--- src/rtl/axis_fifo_pkg.sv ---
// Shared helpers for the level-reporting stream FIFO.
// The payload struct lives in the module because only it can see DATA_WIDTH.
package axis_fifo_pkg;

   function automatic int lvl_width(input int depth);
      return $clog2(depth + 1);
   endfunction

endpackage

--- src/rtl/fifo_wrap_ptr.sv ---
// Ring pointer that wraps at DEPTH-1 and flips a phase bit on every wrap,
// so equal pointers can be told apart as empty (same phase) or full.
module fifo_wrap_ptr #(
   parameter int DEPTH = 16,
   localparam int PW = $clog2(DEPTH)
) (
   input  logic          clk_i,
   input  logic          rst_i,
   input  logic          inc_i,
   output logic [PW-1:0] ptr_o,
   output logic          phase_o
);

   localparam logic [PW-1:0] LAST_IDX = PW'(DEPTH - 1);

   // DEPTH need not be a power of two, so the wrap is an explicit compare.
   always_ff @(posedge clk_i) begin
      if (rst_i) begin
         ptr_o   <= '0;
         phase_o <= 1'b0;
      end else if (inc_i) begin
         if (ptr_o == LAST_IDX) begin
            ptr_o   <= '0;
            phase_o <= ~phase_o;
         end else begin
            ptr_o <= ptr_o + PW'(1);
         end
      end
   end

endmodule

--- src/rtl/axis_fifo_level.sv ---
// First-word fall-through stream FIFO with TLAST, occupancy and almost flags.
// Define AXIS_FIFO_PACKET_EN to hold valid_o until a whole packet is stored.
module axis_fifo_level
   import axis_fifo_pkg::*;
#(
   parameter int DATA_WIDTH    = 8,
   parameter int DEPTH         = 16,
   parameter int AFULL_THRESH  = DEPTH - 2,
   parameter int AEMPTY_THRESH = 2,
   localparam int LW = lvl_width(DEPTH),
   localparam int PW = $clog2(DEPTH)
) (
   input  logic                  clk_i,
   input  logic                  rst_i,
   input  logic [DATA_WIDTH-1:0] data_i,
   input  logic                  last_i,
   input  logic                  valid_i,
   output logic                  ready_o,
   output logic [DATA_WIDTH-1:0] data_o,
   output logic                  last_o,
   output logic                  valid_o,
   input  logic                  ready_i,
   output logic [LW-1:0]         level_o,
   output logic                  almost_full_o,
   output logic                  almost_empty_o
);

   typedef struct packed {
      logic                  last;
      logic [DATA_WIDTH-1:0] data;
   } entry_t;

   entry_t          mem [DEPTH];
   entry_t          rd_entry;
   logic [PW-1:0]   wr_ptr;
   logic [PW-1:0]   rd_ptr;
   logic            wr_phase;
   logic            rd_phase;
   logic            full;
   logic            empty;
   logic            push;
   logic            pop;

   fifo_wrap_ptr #(.DEPTH(DEPTH)) u_wr_ptr (
      .clk_i   (clk_i),
      .rst_i   (rst_i),
      .inc_i   (push),
      .ptr_o   (wr_ptr),
      .phase_o (wr_phase)
   );

   fifo_wrap_ptr #(.DEPTH(DEPTH)) u_rd_ptr (
      .clk_i   (clk_i),
      .rst_i   (rst_i),
      .inc_i   (pop),
      .ptr_o   (rd_ptr),
      .phase_o (rd_phase)
   );

   assign full  = (wr_ptr == rd_ptr) && (wr_phase != rd_phase);
   assign empty = (wr_ptr == rd_ptr) && (wr_phase == rd_phase);
   assign push  = valid_i & ready_o;
   assign pop   = valid_o & ready_i;

   // Storage is deliberately left unreset; stale entries are unreachable.
   always_ff @(posedge clk_i) begin
      if (push && !rst_i) begin
         mem[wr_ptr] <= '{last: last_i, data: data_i};
      end
   end

   assign rd_entry = mem[rd_ptr];
   assign data_o   = rd_entry.data;
   assign last_o   = rd_entry.last;

   always_ff @(posedge clk_i) begin
      if (rst_i) begin
         level_o <= '0;
      end else begin
         case ({push, pop})
            2'b10:   level_o <= level_o + LW'(1);
            2'b01:   level_o <= level_o - LW'(1);
            default: level_o <= level_o;
         endcase
      end
   end

`ifdef AXIS_FIFO_PACKET_EN
   logic [LW-1:0] pkt_cnt;
   logic          pkt_in;
   logic          pkt_out;

   assign pkt_in  = push & last_i;
   assign pkt_out = pop & last_o;

   always_ff @(posedge clk_i) begin
      if (rst_i) begin
         pkt_cnt <= '0;
      end else begin
         case ({pkt_in, pkt_out})
            2'b10:   pkt_cnt <= pkt_cnt + LW'(1);
            2'b01:   pkt_cnt <= pkt_cnt - LW'(1);
            default: pkt_cnt <= pkt_cnt;
         endcase
      end
   end

   // The full override lets a packet longer than DEPTH drain instead of deadlocking.
   assign valid_o = ~empty & ((pkt_cnt != '0) | full);
`else
   assign valid_o = ~empty;
`endif

   assign ready_o        = ~full;
   assign almost_full_o  = (level_o >= LW'(AFULL_THRESH));
   assign almost_empty_o = (level_o <= LW'(AEMPTY_THRESH));

endmodule
--- config.mk ---
export PLATFORM = sky130hd
export DESIGN_NAME = axis_fifo_level
export DESIGN_NICKNAME = d
export VERILOG_FILES = /design/src/rtl/axis_fifo_pkg.sv /design/src/rtl/fifo_wrap_ptr.sv /design/src/rtl/axis_fifo_level.sv
export SDC_FILE = /design/constraint.sdc
export NUM_CORES = 1
export LEC_CHECK = 0
export ABC_AREA = 1
export CAP_MARGIN = 10
export CORE_UTILIZATION = 50
export CTS_BUF_LIST = sky130_fd_sc_hd__clkbuf_2
export DETAILED_ROUTE_END_ITERATION = 10
export PLACE_DENSITY = 0.68
export REMOVE_ABC_BUFFERS = 1
export SLEW_MARGIN = 15
export SYNTH_ARGS = -nofsm -noshare
export SYNTH_HDL_FRONTEND = slang
export SYNTH_HIERARCHICAL = 1
export SYNTH_SLANG_ARGS = --single-unit
--- constraint.sdc ---
create_clock -name clk_i -period 3 [get_ports clk_i]
set_input_delay 0.45 -clock clk_i [delete_from_list [all_inputs] [get_ports clk_i]]
set_output_delay 0.45 -clock clk_i [all_outputs]
set_load 0.1 [all_outputs]
==> run metrics, run 1 <==
Port Buffers=30; Clk network pwr share=0.226; synth warn=6; final setup vio count=0; combinational fraction of design power=0.322; Pleak=2.90 nW; critical-path maximum fanout=66; Avg Vias per Cell=approximately 5.4; wire per inst=17.4 µm; multi-input combinational cell area=roughly 2000 µm²; switching power=2.03 mW; final core occ=0.585; WP data required=roughly 2.6 ns; Routed Wire Length=15.3 mm; Seq/Total Area, Yosys=0.666; Post-DP HPWL=9.07 mm; Final Critical Period=2.84 ns; clock skew=0.0184 ns; area share of the largest cell type after synthesis=0.623; arrival time at the worst endpoint=2.39 ns; Register Area=4630 µm²; internal power=3.54 mW; CTS root buffer=clkbuf_2; post-synth cell types=29; post-route cell area=slightly below 8000 µm²; die area=14,400 µm²; largest family of logic cells by synthesized area=simple AND/OR/NAND/NOR gates; compound-cell area share of the yosys netlist=0.0683; Crit. End Element=output port; Synth Area in Adders=0.0137; Max stage delay on crit path=0.43 ns; TritonCTS clock tree=yes; HP Class=input pin to flip-flop; share of layout cells above drive strength 1=0.124; Tcrit/Tclk final=0.947; cts hold-fix bufs=0; Rel. slew slack=0.479; Layout Nets=710; Syn-to-layout area delta=12.9%; total number of vias=4,787; I/O pin cnt=31; Starting Density=0.518; Setup TNS Final=0 ns; Synth Area in Simple Gates=0.193; Synth area leaders=edfxtp_1 62%, nand2_1 8.3%, nor2_1 4.5%; vias in the first global route=4,392; Mapped Area=approximately 6900 µm²; GRT Resource Usage Total=0.220; DP Worst Slack=0.275 ns; Synth Instances=654; Clock Sinks=159; first-pass GRT wire length=23.0 mm; largest net degree at the start of global routing=82; CTS max path bufs=2; CP most frequent cell=nand3_1; Synth area leader=edfxtp_1; Crit path max-delay family=buffers and inverters; crit-path cells=inv_2 -> buf_6 -> o211ai_1 -> nand3_1 -> nand3_1 -> nand2_1 -> buf_12; TritonRoute pass-1 iters=5; final setup margin=0.158 ns; Post-route DRC=0; final max-slew violation count=0; Power Density=between 700 and 800 nW/µm²; maximum clock frequency=352 MHz; VDD IR max=607 µV; Placer Congestion=0.886; Final Hold Fails=0; maxcap violations=0; Setup CP Type=flip-flop to output port; CP Launch Type=flip-flop; Fillers=1,114; mux contribution to synthesized area=0; Buf/Inv on CP=3; xor/xnor share of the synthesized area=0.00631; GRT overflow=0; Flop pwr share=0.451; die height=120 µm; die width=120 µm; area of placed instances=7520 µm²; Starting DRT DRC Count=around 430; #FFs+latches synth=159; Antenna Nets Post-Route=0; Power Total=5.57 mW; CP max-delay cell=buf_6; status=finished clean; initial antenna violation count=1; clk slew on worst S/H paths=about 0.21 ns; clock latency on the worst-skew pair=0.71 ns; Inserted Clock Buffers=17; H-tree lvl count=4; Worst-Margin Slew=about 0.78 ns; core area=13,400 µm²; syn avg cell area=10.6 µm²; RSZ-0062 raised after global routing=no; placement row count=42; Net Sw Frac=0.364
[Yosys cell counts (all sizes together)]
library cell	instances
nand2	156
edfxtp	144
nor2	96
nand3	62
inv	57
o21ai	42
o211ai	25
buf	21
dfxtp	15
a21oi	12
clkbuf	8
ha	6
xnor2	4
a2111oi	1
fa	1
nand3b	1
o31ai	1
or2	1
xor2	1
[worst paths after layout]
kind	from	slack [ns]	end	depth (start not counted)
setup / recovery	u_rd_ptr/ptr_o[1]	0.16	data_o[2]	7
hold / removal	rst_i	0.49	level_o[3]	4
setup reg to reg	u_rd_ptr/ptr_o[3]	0.23	level_o[4]	14
hold reg to reg	u_wr_ptr/phase_o	0.55	u_wr_ptr/phase_o	2
[power groups by stage]
stage               registers (mW)  logic (mW)  clock network [mW]
floorplan                     2.73       0.998                   0
global placement              2.56        1.72                   0
detailed placement            2.56        1.75                   0
CTS                           2.52        1.76                1.28
global route                  2.52        1.91                1.37
finish                        2.51        1.80                1.26
[layer usage]
metal / up-vias / wire (µm) / track usage / share of wire
met5: - / 0 / 0 / 0
met4: 0 / 373 / 0.0992 / 0.024
met3: 26 / 743 / 0.0404 / 0.049
met2: 152 / 7650 / 0.368 / 0.50
met1: 2311 / 6530 / 0.278 / 0.43
li1: 2298 / - / - / -
[sequential cells by signal (all words and copies together), names as in the netlist]
register / cells
level_o: 5
mem: 144
u_rd_ptr/phase_o: 1
u_rd_ptr/ptr_o: 4
u_wr_ptr/phase_o: 1
u_wr_ptr/ptr_o: 4
[through the flow]
stage          std cells  hold WS (ns)
2_1_floorplan        625         0.494
3_3_place_gp         845         0.519
3_5_place_dp         845         0.528
4_1_cts              877         0.421
5_1_grt              880         0.455
6_report             880         0.492
[final cells by class]
type | instances | area share
Antenna cell | 1 | 0.000319
Sequential cell | 159 | 0.590
Multi-Input combinational cell | 409 | 0.249
Clock buffer | 19 | 0.0121
Timing Repair Buffer | 46 | 0.0712
Clock inverter | 13 | 0.0217
Tap cell | 176 | 0.0281
Inverter | 57 | 0.0273
[cell families after synthesis]
logic type / after synthesis
buffers and inverters: 86
adders and majority gates: 7
DFF: 159
and+or+nand+nor: 316
xor gates and xnor gates: 5
AOI/OAI and AO/OA: 81
[worst reg2reg max path, stage by stage (launching register included)]
cell and delay (ns):
dfxtp_1 0.49, inv_2 0.15, nand2_1 0.08, nand2_1 0.05, nor2_1 0.20, nand3b_1 0.18
nand2_1 0.10, inv_1 0.11, ha_1 0.28, ha_1 0.37, inv_1 0.06, o21ai_0 0.29
a21oi_1 0.12, o21ai_0 0.18, inv_1 0.05
[cell usage in the layout, fill, tap and decap left out, types with 3 or more instances in the layout]
cell,count
edfxtp_1,144
clkbuf_2,19
buf_4,19
bufinv_16,4
clkdlybuf4s50_1,12
o21ai_0,38
clkinv_1,3
dfxtp_1,13
a21oi_1,12
nand3_1,60
xnor2_1,4
nand2_1,154
clkinv_2,3
o21ai_1,4
o211ai_1,25
inv_1,53
nor2_1,83
nor2_2,12
buf_12,11
inv_2,4
ha_1,6
[repair_timing]
item	in CTS	in global routing
buffers inserted	0	1
cloned	0	1
endpoints found under the setup margin	8	9
resized for setup	3	1
Power figures use the tool's default switching activity.
==> inputs of run 2 (changes only) <==
RECOVER_POWER = 50   (was unset)
==> run metrics, run 2 (synthesis results as in run 1) <==
status=finished clean; Antenna Nets Post-Route=0 (unchanged); largest net degree at the start of global routing=82 (unchanged); clock skew=0.0216 ns (+0.00320 ns); TritonCTS clock tree=yes; commonest non-fill, non-tap cell in the layout=nand2_1; WP data required=2.55 ns (about the same); CP max-delay cell=buf_6; max reg flops=144 (unchanged); clk slew on worst S/H paths=0.21 ns (about the same); Rel. slew slack=0.438 (-0.0411); M1 WL=6.37 mm (-2.5%); CP most frequent cell=nand3_1; initial antenna violation count=1 (unchanged); Port Buffers=30 (unchanged); Final Hold Slack=0.482 ns (-0.00985 ns); met2 routed WL=7.63 mm (-0.26%); CP Launch Type=flip-flop; Critical Path Sink=data_o[2]; crit path launch=u_rd_ptr/ptr_o[1]; maxcap violations=0 (unchanged); Worst-Margin Slew=0.841 ns (+0.0601 ns); final setup vio count=0 (unchanged); Final Hold Fails=0 (unchanged); crit-path cells=inv_2 -> buf_6 -> o211ai_1 -> nand3_1 -> nand3_1 -> nand2_1 -> buf_12; Routed Wire Length=15.2 mm (-0.76%); Reg2Reg Setup Slack=0.22 ns (about the same); path depth of the worst reg2reg path=14 (unchanged); Setup CP Type=flip-flop to output port; wire per inst=17.2 µm (-0.76%); biggest regs=mem (144), level_o (5); H-tree lvl count=4 (unchanged); RSZ-0062 raised after global routing=no; maximum clock frequency=350 MHz (-0.67%); end of the worst register-to-register path=level_o[4]; CTS max path bufs=2 (unchanged); final max-slew violation count=0 (unchanged); VDD IR max=606 µV (-0.19%); Final Critical Period=2.86 ns (+0.0192 ns); HP Class=input pin to flip-flop; Crit. End Element=output port; Syn-to-layout area delta=12.6%; arrival time at the worst endpoint=2.41 ns (+0.02 ns); GRT overflow=0 (unchanged); Power Density=711 nW/µm² (+0.14%); cts hold-fix bufs=0 (unchanged); Clock Sinks=159 (unchanged); final setup margin=0.139 ns (-0.0192 ns); Inserted Clock Buffers=17 (unchanged); GRT Resource Usage Total=0.220 (unchanged); most frequent cells in the layout=154 x nand2_1, 144 x edfxtp_1, 84 x nor2_1; die height=120 µm (unchanged); vias in the first global route=4,392 (unchanged); reg2reg start=u_wr_ptr/ptr_o[3]; top sig layer=met4; Placer Congestion=0.886 (unchanged); first-pass GRT wire length=23.0 mm (unchanged); placement row count=42 (unchanged); TritonRoute pass-1 iters=5 (unchanged); CTS root buffer=clkbuf_2; Post-DP HPWL=9.07 mm (unchanged); Biggest register=mem; met3 wire len=820 µm (+10%); Starting Density=0.518 (unchanged); Tcrit/Tclk final=0.954 (+0.00641); Post-route DRC=0 (unchanged); Setup TNS Final=0 ns (unchanged); DP Worst Slack=0.275 ns (unchanged); clock latency on the worst-skew pair=0.72 ns (about the same); Starting DRT DRC Count=444 (+3.0%); I/O pin cnt=31 (unchanged); Layout Nets=710 (unchanged); total number of vias=4,770 (-0.36%); Avg Vias per Cell=5.42 (-0.36%); fin cells=880 (unchanged); core area=13,400 µm² (unchanged); Pleak=2.90 nW (-0.29%); die area=14,400 µm² (unchanged); Max stage delay on crit path=0.43 ns (about the same); critical-path maximum fanout=66 (unchanged); Placed Cells=845 (unchanged); die width=120 µm (unchanged); share of layout cells above drive strength 1=0.118 (-0.00569)
[run 2: changes by cell type in the layout (fill, tap and decap cells not counted)]
cell             previous run  this run
buf_4                      19        17
clkbuf_1                    0         2
clkdlybuf4s50_1            12         3
dlygate4sd3_1               0         9
nand3_1                    60        61
nand3_4                     2         1
nor2_1                     83        84
nor2_2                     12        11
o21ai_0                    38        39
o21ai_1                     4         3
[run 2: per-stage QoR]
step	util	total power, mW	instance area [µm²]
2_1_floorplan	-	3.73	6790
3_3_place_gp	0.561	4.29	7520
3_5_place_dp	0.561	4.31	7520
4_1_cts	0.582	5.56	7800
5_1_grt	0.583	5.80	7820
6_report	0.583	5.56	7820
[run 2: what timing repair did]
item | CTS | global route
gates resized for setup | 3 | 1
buffers inserted | 0 | 1
setup endpoints to repair | 8 | 9
gates cloned | 0 | 1
[run 2: worst min-delay path by stage]
stage	depth (start not counted)	from	end
floorplan	2	u_wr_ptr/phase_o	u_wr_ptr/phase_o
global placement	2	u_wr_ptr/phase_o	u_wr_ptr/phase_o
detailed placement	2	u_wr_ptr/phase_o	u_wr_ptr/phase_o
CTS	4	rst_i	level_o[3]
global route	4	rst_i	level_o[3]
finish	4	ready_i	u_rd_ptr/ptr_o[1]
[run 2: layout make-up]
class	instances	area [µm²]
Inverter	57	214
Multi-Input combinational cell	409	1940
Clock buffer	19	95.1
Timing Repair Buffer	46	551
Tap cell	176	220
Sequential cell	159	4630
Antenna cell	1	2.50
Fill cell	1119	5580
Clock inverter	13	170
[run 2: power by group]
| group | switching (mW) | leakage (nW) | internal [mW] |
|---|---|---|---|
| Sequential | 0.0552 | 1.42 | 2.46 |
| Combinational | 1.25 | 1.32 | 0.541 |
| Clock | 0.717 | 0.156 | 0.543 |
| Total | 2.02 | 2.90 | 3.54 |
[run 2: worst max-delay path: cells and delay by family (launching register included)]
kind	cells	cell delay, ns
DFF	1	0.38
and+or+nand+nor	3	0.43
buffers and inverters	3	0.69
AOI/OAI and AO/OA	1	0.17
[run 2: metal layers]
layer  vias to the layer above  track usage
li1                       2295            -
met1                      2296        0.278
met2                       152        0.368
met3                        27       0.0404
met4                         0       0.0992
met5                         -            0
==> inputs of run 3 (changes only) <==
CORE_UTILIZATION = 38   (was 50)
PLACE_DENSITY = unset   (was 0.68)
==> run metrics, run 3 (synthesis results as in run 1) <==
Power Density=678 nW/µm² (-4.7%); met2 routed WL=7.57 mm (-0.71%); total number of vias=4,819 (+1.0%); CP Launch Type=flip-flop; commonest non-fill, non-tap cell in the layout=nand2_1; Reg2Reg Setup Slack=0.27 ns (+0.05 ns); TritonCTS clock tree=yes; first-pass GRT wire length=25.3 mm (+10%); status=finished clean; placement row count=49 (+17%); wire per inst=17.4 µm (+0.99%); Crit. End Element=output port; Placed Cells=906 (+7.2%); final max-slew violation count=0 (unchanged); DP Worst Slack=0.304 ns (+0.0296 ns); H-tree lvl count=4 (unchanged); most frequent cells in the layout=155 x nand2_1, 144 x edfxtp_1, 88 x nor2_1; arrival time at the worst endpoint=2.32 ns (-0.09 ns); biggest regs=mem (144), level_o (5); vias in the first global route=4,671 (+6.4%); Final Hold Slack=0.520 ns (+0.0381 ns); multi-input combinational cell area=1910 µm² (-1.6%); Starting Density=0.387 (-0.132); Antenna Nets Post-Route=0 (unchanged); VDD IR max=783 µV (+29%); Post-DP HPWL=9.79 mm (+7.9%); Setup CP Type=flip-flop to output port; path depth of the worst reg2reg path=14 (unchanged); fin cells=940 (+6.8%); crit-path cells=inv_2 -> buf_6 -> nand2_1 -> nand2_1 -> nand2_1 -> nand3_1 -> nand3_1 -> nand2_1 -> buf_12; Layout Nets=717 (+0.99%); Syn-to-layout area delta=13.1%; largest net degree at the start of global routing=100 (+22%); Routed Wire Length=16.4 mm (+7.9%); die height=137 µm (+14%); Final Hold Fails=0 (unchanged); Pleak=2.91 nW (+0.66%); Biggest register=mem; final setup vio count=0 (unchanged); I/O pin cnt=31 (unchanged); Hold EP=u_rd_ptr/ptr_o[1]; CTS root buffer=clkbuf_2; Inserted Clock Buffers=17 (unchanged); TritonRoute pass-1 iters=6 (+1); clock latency on the worst-skew pair=0.70 ns (-0.02 ns); Rel. slew slack=0.498 (+0.0603); Post-route DRC=0 (unchanged); GRT Resource Usage Total=0.187 (-0.0331); cts hold-fix bufs=0 (unchanged); CTS max path bufs=2 (unchanged); clk slew on worst S/H paths=0.22 ns (about the same); Max stage delay on crit path=0.43 ns (about the same); CP max-delay cell=dfxtp_4; reg2reg start=u_wr_ptr/ptr_o[0]; share of layout cells above drive strength 1=0.121 (+0.00306); maxcap violations=0 (unchanged); Tcrit/Tclk final=0.923 (-0.0311); die area=18,800 µm² (+31%); M1 WL=7.09 mm (+11%); Port Buffers=30 (unchanged); critical-path maximum fanout=48 (-27%); top sig layer=met4; RSZ-0062 raised after global routing=no; clock skew=0.0470 ns (+0.0254 ns); WP data required=2.55 ns (about the same); maximum clock frequency=361 MHz (+3.4%); CP most frequent cell=nand2_1; end of the worst register-to-register path=level_o[4]; WHS Path Cells=4 (unchanged); HP Class=input pin to flip-flop; final setup margin=0.232 ns (+0.0934 ns); hold path start=ready_i; initial antenna violation count=1 (unchanged); die width=137 µm (+14%); met3 wire len=1.20 mm (+47%); Clock Sinks=159 (unchanged); GRT overflow=0 (unchanged); Avg Vias per Cell=5.13 (-5.4%); Final Critical Period=2.77 ns (-0.0934 ns); Placer Congestion=0.826 (-6.9%); Starting DRT DRC Count=311 (-30%); Worst-Margin Slew=0.752 ns (-0.0889 ns); Register Area=4630 µm² (about the same); core area=18,000 µm² (+34%); Fillers=1,688 (+51%); max reg flops=144 (unchanged)
[run 3: changes by cell type in the layout (fill, tap and decap cells not counted), moves of 2 or more]
| cell | previous run | this run |
|---|---|---|
| buf_4 | 17 | 26 |
| nor2_1 | 84 | 88 |
| bufinv_16 | 4 | 1 |
| clkbuf_2 | 19 | 22 |
| nor2_2 | 11 | 8 |
| clkbuf_1 | 2 | 0 |
| inv_6 | 0 | 2 |
[run 3: metrics by stage]
stage	TNS, ns	area (µm²)	utilization	power [mW]
floorplan	-187.25	6790	-	3.73
global placement	0	7650	0.426	4.29
detailed placement	0	7650	0.426	4.31
CTS	0	7850	0.437	5.34
global route	0	7850	0.437	5.59
finish	0	7850	0.437	5.32
[run 3: report_power, final]
part / leakage (nW) / total (mW) / internal [mW] / switching (mW)
logic: 1.37 / 1.79 / 0.538 / 1.25
clock network: 0.126 / 1.03 / 0.311 / 0.718
registers: 1.42 / 2.51 / 2.46 / 0.0489
total: 2.91 / 5.32 / 3.31 / 2.02
[run 3: area by class of cell]
cell class	instances	area share
Clock inverter	10	0.0112
Tap cell	229	0.0365
Inverter	57	0.0272
Clock buffer	22	0.0140
Sequential cell	159	0.589
Multi-Input combinational cell	409	0.243
Antenna cell	1	0.000319
Timing Repair Buffer	53	0.0789
[run 3: worst max-delay path by stage]
stage	startpoint	end	slack (ns)	cells past startpoint
finish	u_rd_ptr/ptr_o[0]	data_o[0]	0.23	9
global route	u_rd_ptr/ptr_o[0]	data_o[2]	0.02	9
CTS	u_rd_ptr/ptr_o[0]	data_o[4]	0.08	9
detailed placement	u_wr_ptr/ptr_o[3]	level_o[4]	0.30	14
global placement	u_wr_ptr/ptr_o[3]	level_o[4]	0.39	14
floorplan	level_o[1]	almost_empty_o	-2.97	1
[run 3: repair_timing]
| action | 4_1_cts | 5_1_grt |
|---|---|---|
| resized for setup | 1 | 5 |
| setup endpoints to repair | 9 | 9 |
| setup buffers | 0 | 0 |
| cloned | 0 | 1 |
[run 3: critical path: cells and delay by family (launching register included)]
kind	cells	cell delay, ns
AND/OR/NAND/NOR	6	0.57
flip-flops	1	0.43
buffers and inverters	3	0.61
[run 3: metal layers]
layer  global-route usage  vias up
li1                     -     2309
met1                0.243     2286
met2                0.295      191
met3               0.0408       33
met4               0.0897        0
met5                    0        -
